$ cat config.mk
export PLATFORM = sky130hd
export DESIGN_NAME = uart_rx_framer
export DESIGN_NICKNAME = d
export VERILOG_FILES = /design/src/rtl/uart_rx_framer_pkg.sv /design/src/rtl/uart_rx_byte.sv /design/src/rtl/uart_rx_framer.sv
export SDC_FILE = /design/constraint.sdc
export NUM_CORES = 2
export LEC_CHECK = 0
export ABC_AREA = 1
export BUFFER_PORTS_ARGS = -buffer_cell sky130_fd_sc_hd__buf_2
export CORE_ASPECT_RATIO = 1.1
export CORE_UTILIZATION = 35
export CTS_BUF_LIST = sky130_fd_sc_hd__clkbuf_4
export CTS_CLUSTER_DIAMETER = 80
export DETAILED_ROUTE_END_ITERATION = 16
export GPL_ROUTABILITY_DRIVEN = 0
export HOLD_SLACK_MARGIN = 0.12
export PLACE_DENSITY_LB_ADDON = 0.25
export SYNTH_ARGS = -nofsm -noshare
export SYNTH_HDL_FRONTEND = slang
export SYNTH_SLANG_ARGS = --single-unit
$ cat constraint.sdc
create_clock -name clk -period 49.1 [get_ports clk]
set_input_delay 4.91 -clock clk [delete_from_list [all_inputs] [get_ports clk]]
set_output_delay 4.91 -clock clk [all_outputs]
set_load 0.05 [all_outputs]
$ cat src/rtl/uart_rx_framer_pkg.sv
// Shared UART definitions: baud divisor derivation, frame sizing and the
// receiver state encoding, common to the receive and transmit sides.
package uart_rx_framer_pkg;

    typedef enum logic [2:0] {
        ST_IDLE  = 3'd0,
        ST_START = 3'd1,
        ST_DATA  = 3'd2,
        ST_STOP  = 3'd3,
        ST_BREAK = 3'd4
    } rx_state_e;

    localparam int CNT_W = 16;

    function automatic int calc_divisor(input int clock_freq, input int baud_rate);
        return clock_freq / baud_rate;
    endfunction

    function automatic int calc_half(input int divisor);
        return divisor / 2;
    endfunction

    function automatic int calc_frame_bits(input int num_bytes);
        return 8 * num_bytes;
    endfunction

endpackage

$ cat src/rtl/uart_rx_byte.sv
// Bit-level 8N1 receiver: input synchronizer, start/data/stop sampling,
// break hold-off, and one-cycle byte strobe / stop-error pulses.
module uart_rx_byte
    import uart_rx_framer_pkg::*;
#(
    parameter int DIVISOR = 16,
    parameter int HALF    = 8
) (
    input  logic       clk,
    input  logic       rst,
    input  logic       rx,
    output logic [7:0] byte_data,
    output logic       byte_strobe,
    output logic       stop_err,
    output logic       active,
    output logic       start_det
);

    localparam logic [CNT_W-1:0] DIV_LAST  = CNT_W'(DIVISOR - 1);
    localparam logic [CNT_W-1:0] HALF_LAST = CNT_W'(HALF - 1);

    logic             rx_meta_r;
    logic             rx_sync_r;
    rx_state_e        state_r, state_s;
    logic [CNT_W-1:0] cnt_r, cnt_s;
    logic [2:0]       bit_idx_r, bit_idx_s;
    logic [7:0]       data_r, data_s;
    logic             strobe_r, strobe_s;
    logic             err_r, err_s;
    logic             active_r;

    // Two-flop synchronizer on the asynchronous serial line, idles high.
    always_ff @(posedge clk or posedge rst) begin
        if (rst) begin
            rx_meta_r <= 1'b1;
            rx_sync_r <= 1'b1;
        end else begin
            rx_meta_r <= rx;
            rx_sync_r <= rx_meta_r;
        end
    end

    // Next-state and sampling decisions for the bit-level FSM.
    always_comb begin
        state_s   = state_r;
        cnt_s     = cnt_r;
        bit_idx_s = bit_idx_r;
        data_s    = data_r;
        strobe_s  = 1'b0;
        err_s     = 1'b0;
        case (state_r)
            ST_IDLE: begin
                cnt_s     = '0;
                bit_idx_s = 3'd0;
                if (!rx_sync_r) state_s = ST_START;
                else            state_s = ST_IDLE;
            end
            ST_START: begin
                if (cnt_r == HALF_LAST) begin
                    cnt_s = '0;
                    // a start bit that is gone by mid-bit was a glitch
                    if (!rx_sync_r) state_s = ST_DATA;
                    else            state_s = ST_IDLE;
                end else begin
                    cnt_s = cnt_r + CNT_W'(1);
                end
            end
            ST_DATA: begin
                if (cnt_r == DIV_LAST) begin
                    cnt_s             = '0;
                    data_s[bit_idx_r] = rx_sync_r;
                    bit_idx_s         = bit_idx_r + 3'd1;
                    if (bit_idx_r == 3'd7) state_s = ST_STOP;
                    else                   state_s = ST_DATA;
                end else begin
                    cnt_s = cnt_r + CNT_W'(1);
                end
            end
            ST_STOP: begin
                if (cnt_r == DIV_LAST) begin
                    cnt_s = '0;
                    if (rx_sync_r) begin
                        strobe_s = 1'b1;
                        state_s  = ST_IDLE;
                    end else begin
                        err_s   = 1'b1;
                        state_s = ST_BREAK;
                    end
                end else begin
                    cnt_s = cnt_r + CNT_W'(1);
                end
            end
            ST_BREAK: begin
                cnt_s = '0;
                if (rx_sync_r) state_s = ST_IDLE;
                else           state_s = ST_BREAK;
            end
            default: begin
                state_s   = ST_IDLE;
                cnt_s     = '0;
                bit_idx_s = 3'd0;
            end
        endcase
    end

    // FSM state, counters and registered pulse outputs.
    always_ff @(posedge clk or posedge rst) begin
        if (rst) begin
            state_r   <= ST_IDLE;
            cnt_r     <= '0;
            bit_idx_r <= 3'd0;
            data_r    <= 8'h00;
            strobe_r  <= 1'b0;
            err_r     <= 1'b0;
            active_r  <= 1'b0;
        end else begin
            state_r   <= state_s;
            cnt_r     <= cnt_s;
            bit_idx_r <= bit_idx_s;
            data_r    <= data_s;
            strobe_r  <= strobe_s;
            err_r     <= err_s;
            active_r  <= (state_s != ST_IDLE);
        end
    end

    assign byte_data   = data_r;
    assign byte_strobe = strobe_r;
    assign stop_err    = err_r;
    assign active      = active_r;
    assign start_det   = (state_r == ST_IDLE) && !rx_sync_r;

endmodule

$ cat src/rtl/uart_rx_framer.sv
// Assembles NUM_BYTES received bytes into a frame, publishes complete frames
// on data_out and discards partial frames on stop errors or idle timeout.
module uart_rx_framer
    import uart_rx_framer_pkg::*;
#(
    parameter int CLOCK_FREQ   = 100_000_000,
    parameter int BAUD_RATE    = 9600,
    parameter int NUM_BYTES    = 50,
    parameter int TIMEOUT_BITS = 20
) (
    input  logic                   clk,
    input  logic                   rst,
    input  logic                   rx,
    output logic [8*NUM_BYTES-1:0] data_out,
    output logic                   frame_valid,
    output logic                   frame_err,
    output logic                   timeout,
    output logic                   busy
);

    localparam int FRAME_BITS = calc_frame_bits(NUM_BYTES);
    localparam int DIVISOR    = calc_divisor(CLOCK_FREQ, BAUD_RATE);
    localparam int HALF       = calc_half(DIVISOR);
    localparam int IDLE_LIMIT = TIMEOUT_BITS * DIVISOR;
    localparam int IDLE_W     = ($clog2(IDLE_LIMIT + 1) > 20) ? $clog2(IDLE_LIMIT + 1) : 20;
    localparam int IDX_W      = (NUM_BYTES > 1) ? $clog2(NUM_BYTES) : 1;
    localparam logic [IDX_W-1:0]  LAST_IDX  = IDX_W'(NUM_BYTES - 1);
    localparam logic [IDLE_W-1:0] IDLE_LAST = IDLE_W'(IDLE_LIMIT - 1);

    logic [7:0]            byte_data;
    logic                  byte_strobe;
    logic                  stop_err;
    logic                  rx_active;
    logic                  start_det;

    logic [IDX_W-1:0]      byte_idx_r, byte_idx_s;
    logic [FRAME_BITS-1:0] asm_r, asm_s;
    logic [FRAME_BITS-1:0] data_out_r, data_out_s;
    logic [IDLE_W-1:0]     idle_cnt_r, idle_cnt_s;
    logic                  fv_r, fv_s;
    logic                  fe_r, fe_s;
    logic                  to_r, to_s;
    logic                  held_r, held_s;

    uart_rx_byte #(
        .DIVISOR (DIVISOR),
        .HALF    (HALF)
    ) u_rx_byte (
        .clk         (clk),
        .rst         (rst),
        .rx          (rx),
        .byte_data   (byte_data),
        .byte_strobe (byte_strobe),
        .stop_err    (stop_err),
        .active      (rx_active),
        .start_det   (start_det)
    );

    // Frame assembly, publication and inter-byte idle supervision.
    always_comb begin
        byte_idx_s = byte_idx_r;
        asm_s      = asm_r;
        data_out_s = data_out_r;
        idle_cnt_s = '0;
        fv_s       = 1'b0;
        fe_s       = 1'b0;
        to_s       = 1'b0;
        if (byte_strobe) begin
            asm_s[8*int'(byte_idx_r) +: 8] = byte_data;
            if (byte_idx_r == LAST_IDX) begin
                data_out_s = asm_s;
                fv_s       = 1'b1;
                byte_idx_s = '0;
                asm_s      = '0;
            end else begin
                byte_idx_s = byte_idx_r + IDX_W'(1);
            end
        end else if (stop_err) begin
            fe_s       = 1'b1;
            byte_idx_s = '0;
            asm_s      = '0;
        end else if (rx_active || start_det || (byte_idx_r == '0)) begin
            idle_cnt_s = '0;
        end else if (idle_cnt_r == IDLE_LAST) begin
            to_s       = 1'b1;
            byte_idx_s = '0;
            asm_s      = '0;
        end else begin
            idle_cnt_s = idle_cnt_r + IDLE_W'(1);
        end
        held_s = (byte_idx_s != '0);
    end

    // Framing registers and one-cycle status pulses.
    always_ff @(posedge clk or posedge rst) begin
        if (rst) begin
            byte_idx_r <= '0;
            asm_r      <= '0;
            data_out_r <= '0;
            idle_cnt_r <= '0;
            fv_r       <= 1'b0;
            fe_r       <= 1'b0;
            to_r       <= 1'b0;
            held_r     <= 1'b0;
        end else begin
            byte_idx_r <= byte_idx_s;
            asm_r      <= asm_s;
            data_out_r <= data_out_s;
            idle_cnt_r <= idle_cnt_s;
            fv_r       <= fv_s;
            fe_r       <= fe_s;
            to_r       <= to_s;
            held_r     <= held_s;
        end
    end

    assign data_out    = data_out_r;
    assign frame_valid = fv_r;
    assign frame_err   = fe_r;
    assign timeout     = to_r;
    assign busy        = rx_active || held_r;

endmodule

==> summary.md <==
| Metric | Value |
|---|---|
| P_leak | `24.75 nW` |
| Crit Path Class | `in -> async` |
| Hold Path Class | `reg -> reg` |
| Die Y | `353.5 um` |
| Worst R2R Path Depth | `10` |
| Syn Std Cell Area | `39310 um2` |
| Cell Rows | `128` |
| Via density | `4.945` |
| Overflow after GRT | `0` |
| Clk pwr share | `0.467` |
| Worst skew pair latency | `1.19 ns` |
| Detailed-route DRC error count | `0` |
| Wirelength, routed | `128.1 mm` |
| Critical Path RT | `50.20 ns` |
| Full die area | `113700 um2` |
| Worst VDD drop | `0.00001574 V` |
| Maximum clock path buffer count | `3` |
| Syn_nets | `5019` |
| Min Tclk post-route | `8.713 ns` |
| Sequential area share after synthesis | `0.5507` |
| Hold path depth | `0` |
| Root Driver | `clkbuf_4` |
| Final core utilization | `0.4081` |
| First-pass GRT wire length | `195.9 mm` |
| Synth Instances | `5008` |
| Crit. Startpoint | `rst` |
| Setup crit end kind | `asynchronous set/reset pin` |
| Worst-Margin Slew | `1.255 ns` |
| Setup tns final | `0 ns` |
| CTS buffer count | `229` |
| Startpoint Class | `input pin` |
| RSZ-0062 raised after global routing | `no` |
| Max frequency | `114.8 MHz` |
| RR Endpoint | `data_out[231]` |
| IO Port Bufs | `406` |
| Final Hold Violating Endpoints | `0` |
| Crit-path slowest cell | `buf_4` |
| Launching point of the worst reg2reg path | `byte_idx_r[0]` |
| ANT nets after route | `0` |
| Setup bufs post-CTS | `0` |
| Initial antenna violation count | `3` |
| Post-DR wirelength/cell | `18.11 um` |
| Layout cells sized above 1 | `0.1513` |
| Part of the cycle the worst path needs | `0.1775` |
| Sequential power share | `0.522` |
| Nets@finish | `5416` |
| CP Data Arrival Time | `9.82 ns` |
| Post-DP HPWL | `84.37 mm` |
| Cell chain of the critical path | `buf_2 > inv_8 > buf_12 > buf_4 > buf_4 > buf_4 > buf_4` |
| Largest net degree at the start of global routing | `251` |
| # IOs | `407` |
| Clock skew | `0.07126 ns` |
| Internal | `1.038 mW` |
| CTS H-tree lvls | `4` |
| Starting Density | `0.3542` |
| Global Route Usage Sum | `0.2232` |
| Top cell by count, worst path | `buf_4` |
| Count of final setup violators | `0` |
| Die width | `321.5 um` |
| Ys Warns | `0` |
| Synthesized area per cell | `7.849 um2` |
| Crit Path Max Fanout | `161` |
| Post-CTS Resized | `0` |
| R2R setup slack | `43.90 ns` |
| Sw Ratio | `0.2402` |
| Most frequent cells in the layout | `nand2_1 (1947), dfrtp_1 (863), nand3_1 (607)` |
| CP max stage delay | `0.93 ns` |
| TritonCTS clock tree | `yes` |
| Distinct cells, synth | `36` |
| Max Cap Viol | `0` |
| Clk slew on worst S/H paths | `0.06 ns` |
| Status | `completed` |
| Worst setup path end | `data_out[236]` |
| Area grow syn2layout | `15.23%` |
| Slew headroom | `0.1630` |
| Pins Over Slew Limit | `0` |
| Clock sink count | `865` |
| Core footprint | `111000 um2` |
| Register bit total from synthesis | `865` |
| Cts hold-fix bufs | `0` |
| Sw power | `0.3282 mW` |
| PD cells | `30.17 nW/um2` |
| Combinational share of power | `0.011` |
| Iteration-0 DRC Markers | `3008` |
| Most common cell after layout, fill and taps aside | `nand2_1` |
| 1st-pass router iterations | `5` |
| Power, Total | `1.367 mW` |
| Layout filler cell count | `11450` |
| Vias in the first global route | `33370` |
| DR vias | `34970` |
## per-stage QoR
stage	hold slack, ns	worst slack, ns	area (um2)	cells
5_1_grt	0.3635	39.63	45300	7071
2_1_floorplan	0.3452	19.88	39310	5008
6_report	0.3575	40.39	45300	7071
3_5_place_dp	0.3493	38.88	42410	6669
3_3_place_gp	0.3574	38.91	42410	6669
4_1_cts	0.3584	40.19	45290	7068
## sequential cells by signal, summed over array words and instances (netlist names), 3 cells and up
signal / cells
u_rx_byte.state_r: 3
byte_idx_r: 6
data_out: 400
u_rx_byte.cnt_r: 16
idle_cnt_r: 20
u_rx_byte.bit_idx_r: 3
u_rx_byte.byte_data: 8
asm_r: 400
## logic make-up (layout without fill, tap and decap cells)
| kind of cell | count (synthesis) | count (layout) | synth area share |
|---|---|---|---|
| AOI/OAI and AO/OA | 588 | 588 | 0.07578 |
| xor gates and xnor gates | 18 | 18 | 0.004202 |
| adders and majority gates | 8 | 8 | 0.002546 |
| buffers and inverters | 705 | 1270 | 0.07101 |
| DFF | 865 | 865 | 0.5507 |
| other | 0 | 3 | 0 |
| and+or+nand+nor | 2824 | 2824 | 0.2958 |
## power by group through the flow
stage | Sequential, mW | Combinational (mW) | Clock (mW)
after floorplan | 0.727 | 0.0104 | 0
after global placement | 0.726 | 0.0163 | 0
after detailed placement | 0.726 | 0.0163 | 0
after CTS | 0.713 | 0.0163 | 0.662
after global routing | 0.712 | 0.0182 | 0.697
final | 0.713 | 0.0151 | 0.639
## cells in the mapped netlist
| library cell | instances | area share |
|---|---|---|
| xnor2_1 | 3 | 0.00067 |
| inv_2 | 12 | 0.0011 |
| buf_1 | 33 | 0.0032 |
| o21ai_0 | 537 | 0.068 |
| a22o_1 | 6 | 0.0013 |
| dfstp_2 | 2 | 0.0013 |
| and2_1 | 1 | 0.00016 |
| o21ai_1 | 23 | 0.0029 |
| o211ai_1 | 1 | 0.00019 |
| nor2_4 | 5 | 0.0014 |
| buf_4 | 7 | 0.0013 |
| nor2_2 | 15 | 0.0024 |
| a31oi_1 | 2 | 0.00032 |
| nor4_1 | 6 | 0.00095 |
| inv_1 | 422 | 0.040 |
| and3_1 | 1 | 0.00016 |
| o32ai_1 | 1 | 0.00022 |
| clkbuf_1 | 135 | 0.013 |
| xor2_2 | 1 | 0.00041 |
| a21oi_1 | 16 | 0.0020 |
| xor2_1 | 14 | 0.0031 |
| nand2_2 | 2 | 0.00032 |
| nor2_1 | 159 | 0.015 |
| or2_2 | 2 | 0.00032 |
| nor3_1 | 38 | 0.0048 |
| ha_1 | 8 | 0.0025 |
| clkinv_1 | 1 | 0.000095 |
| nand2_1 | 1950 | 0.19 |
| nand4_1 | 33 | 0.0053 |
| o31ai_1 | 2 | 0.00038 |
| buf_2 | 95 | 0.012 |
| nand3_1 | 607 | 0.077 |
| nand4_2 | 2 | 0.00064 |
| dfrtp_1 | 863 | 0.55 |
| nand3_2 | 1 | 0.00025 |
| nor3b_1 | 2 | 0.00038 |
## critical path: cells and delay by family
| kind | cells | cell delay, ns |
|---|---|---|
| buf+inv | 7 | 4.72 |
## layer usage
metal / track usage / part of all wire / vias to the layer above / routed length, um
met2: 0.3397 / 0.45 / 1149 / 57980
met3: 0.06086 / 0.075 / 244 / 9657
li1: - / - / 16870 / -
met1: 0.2982 / 0.44 / 16710 / 56000
met4: 0.09457 / 0.035 / 2 / 4440
met5: 0 / 0.000086 / - / 11
## cell type report
type                    instances  area [um2]  share of cell area
diodes                          3       7.507           0.0001657
clock buffers                 339        2545             0.05618
clock inverters                60       339.1            0.007486
inverters                     435        1664             0.03674
multi-input cells            3438       14900              0.3290
flip-flops and latches        865       21650              0.4779
well taps                    1495        1871             0.04129
repair buffers                436        2320             0.05121
## worst min path at each step
stage                        startpoint             endpoint  slack, ns
floorplan           u_rx_byte.rx_meta_r  u_rx_byte.rx_sync_r       0.35
global placement    u_rx_byte.rx_meta_r  u_rx_byte.rx_sync_r       0.36
finish              u_rx_byte.rx_meta_r  u_rx_byte.rx_sync_r       0.36
CTS                 u_rx_byte.rx_meta_r  u_rx_byte.rx_sync_r       0.36
global route        u_rx_byte.rx_meta_r  u_rx_byte.rx_sync_r       0.36
detailed placement  u_rx_byte.rx_meta_r  u_rx_byte.rx_sync_r       0.35
(Power assumes the default switching activity.)
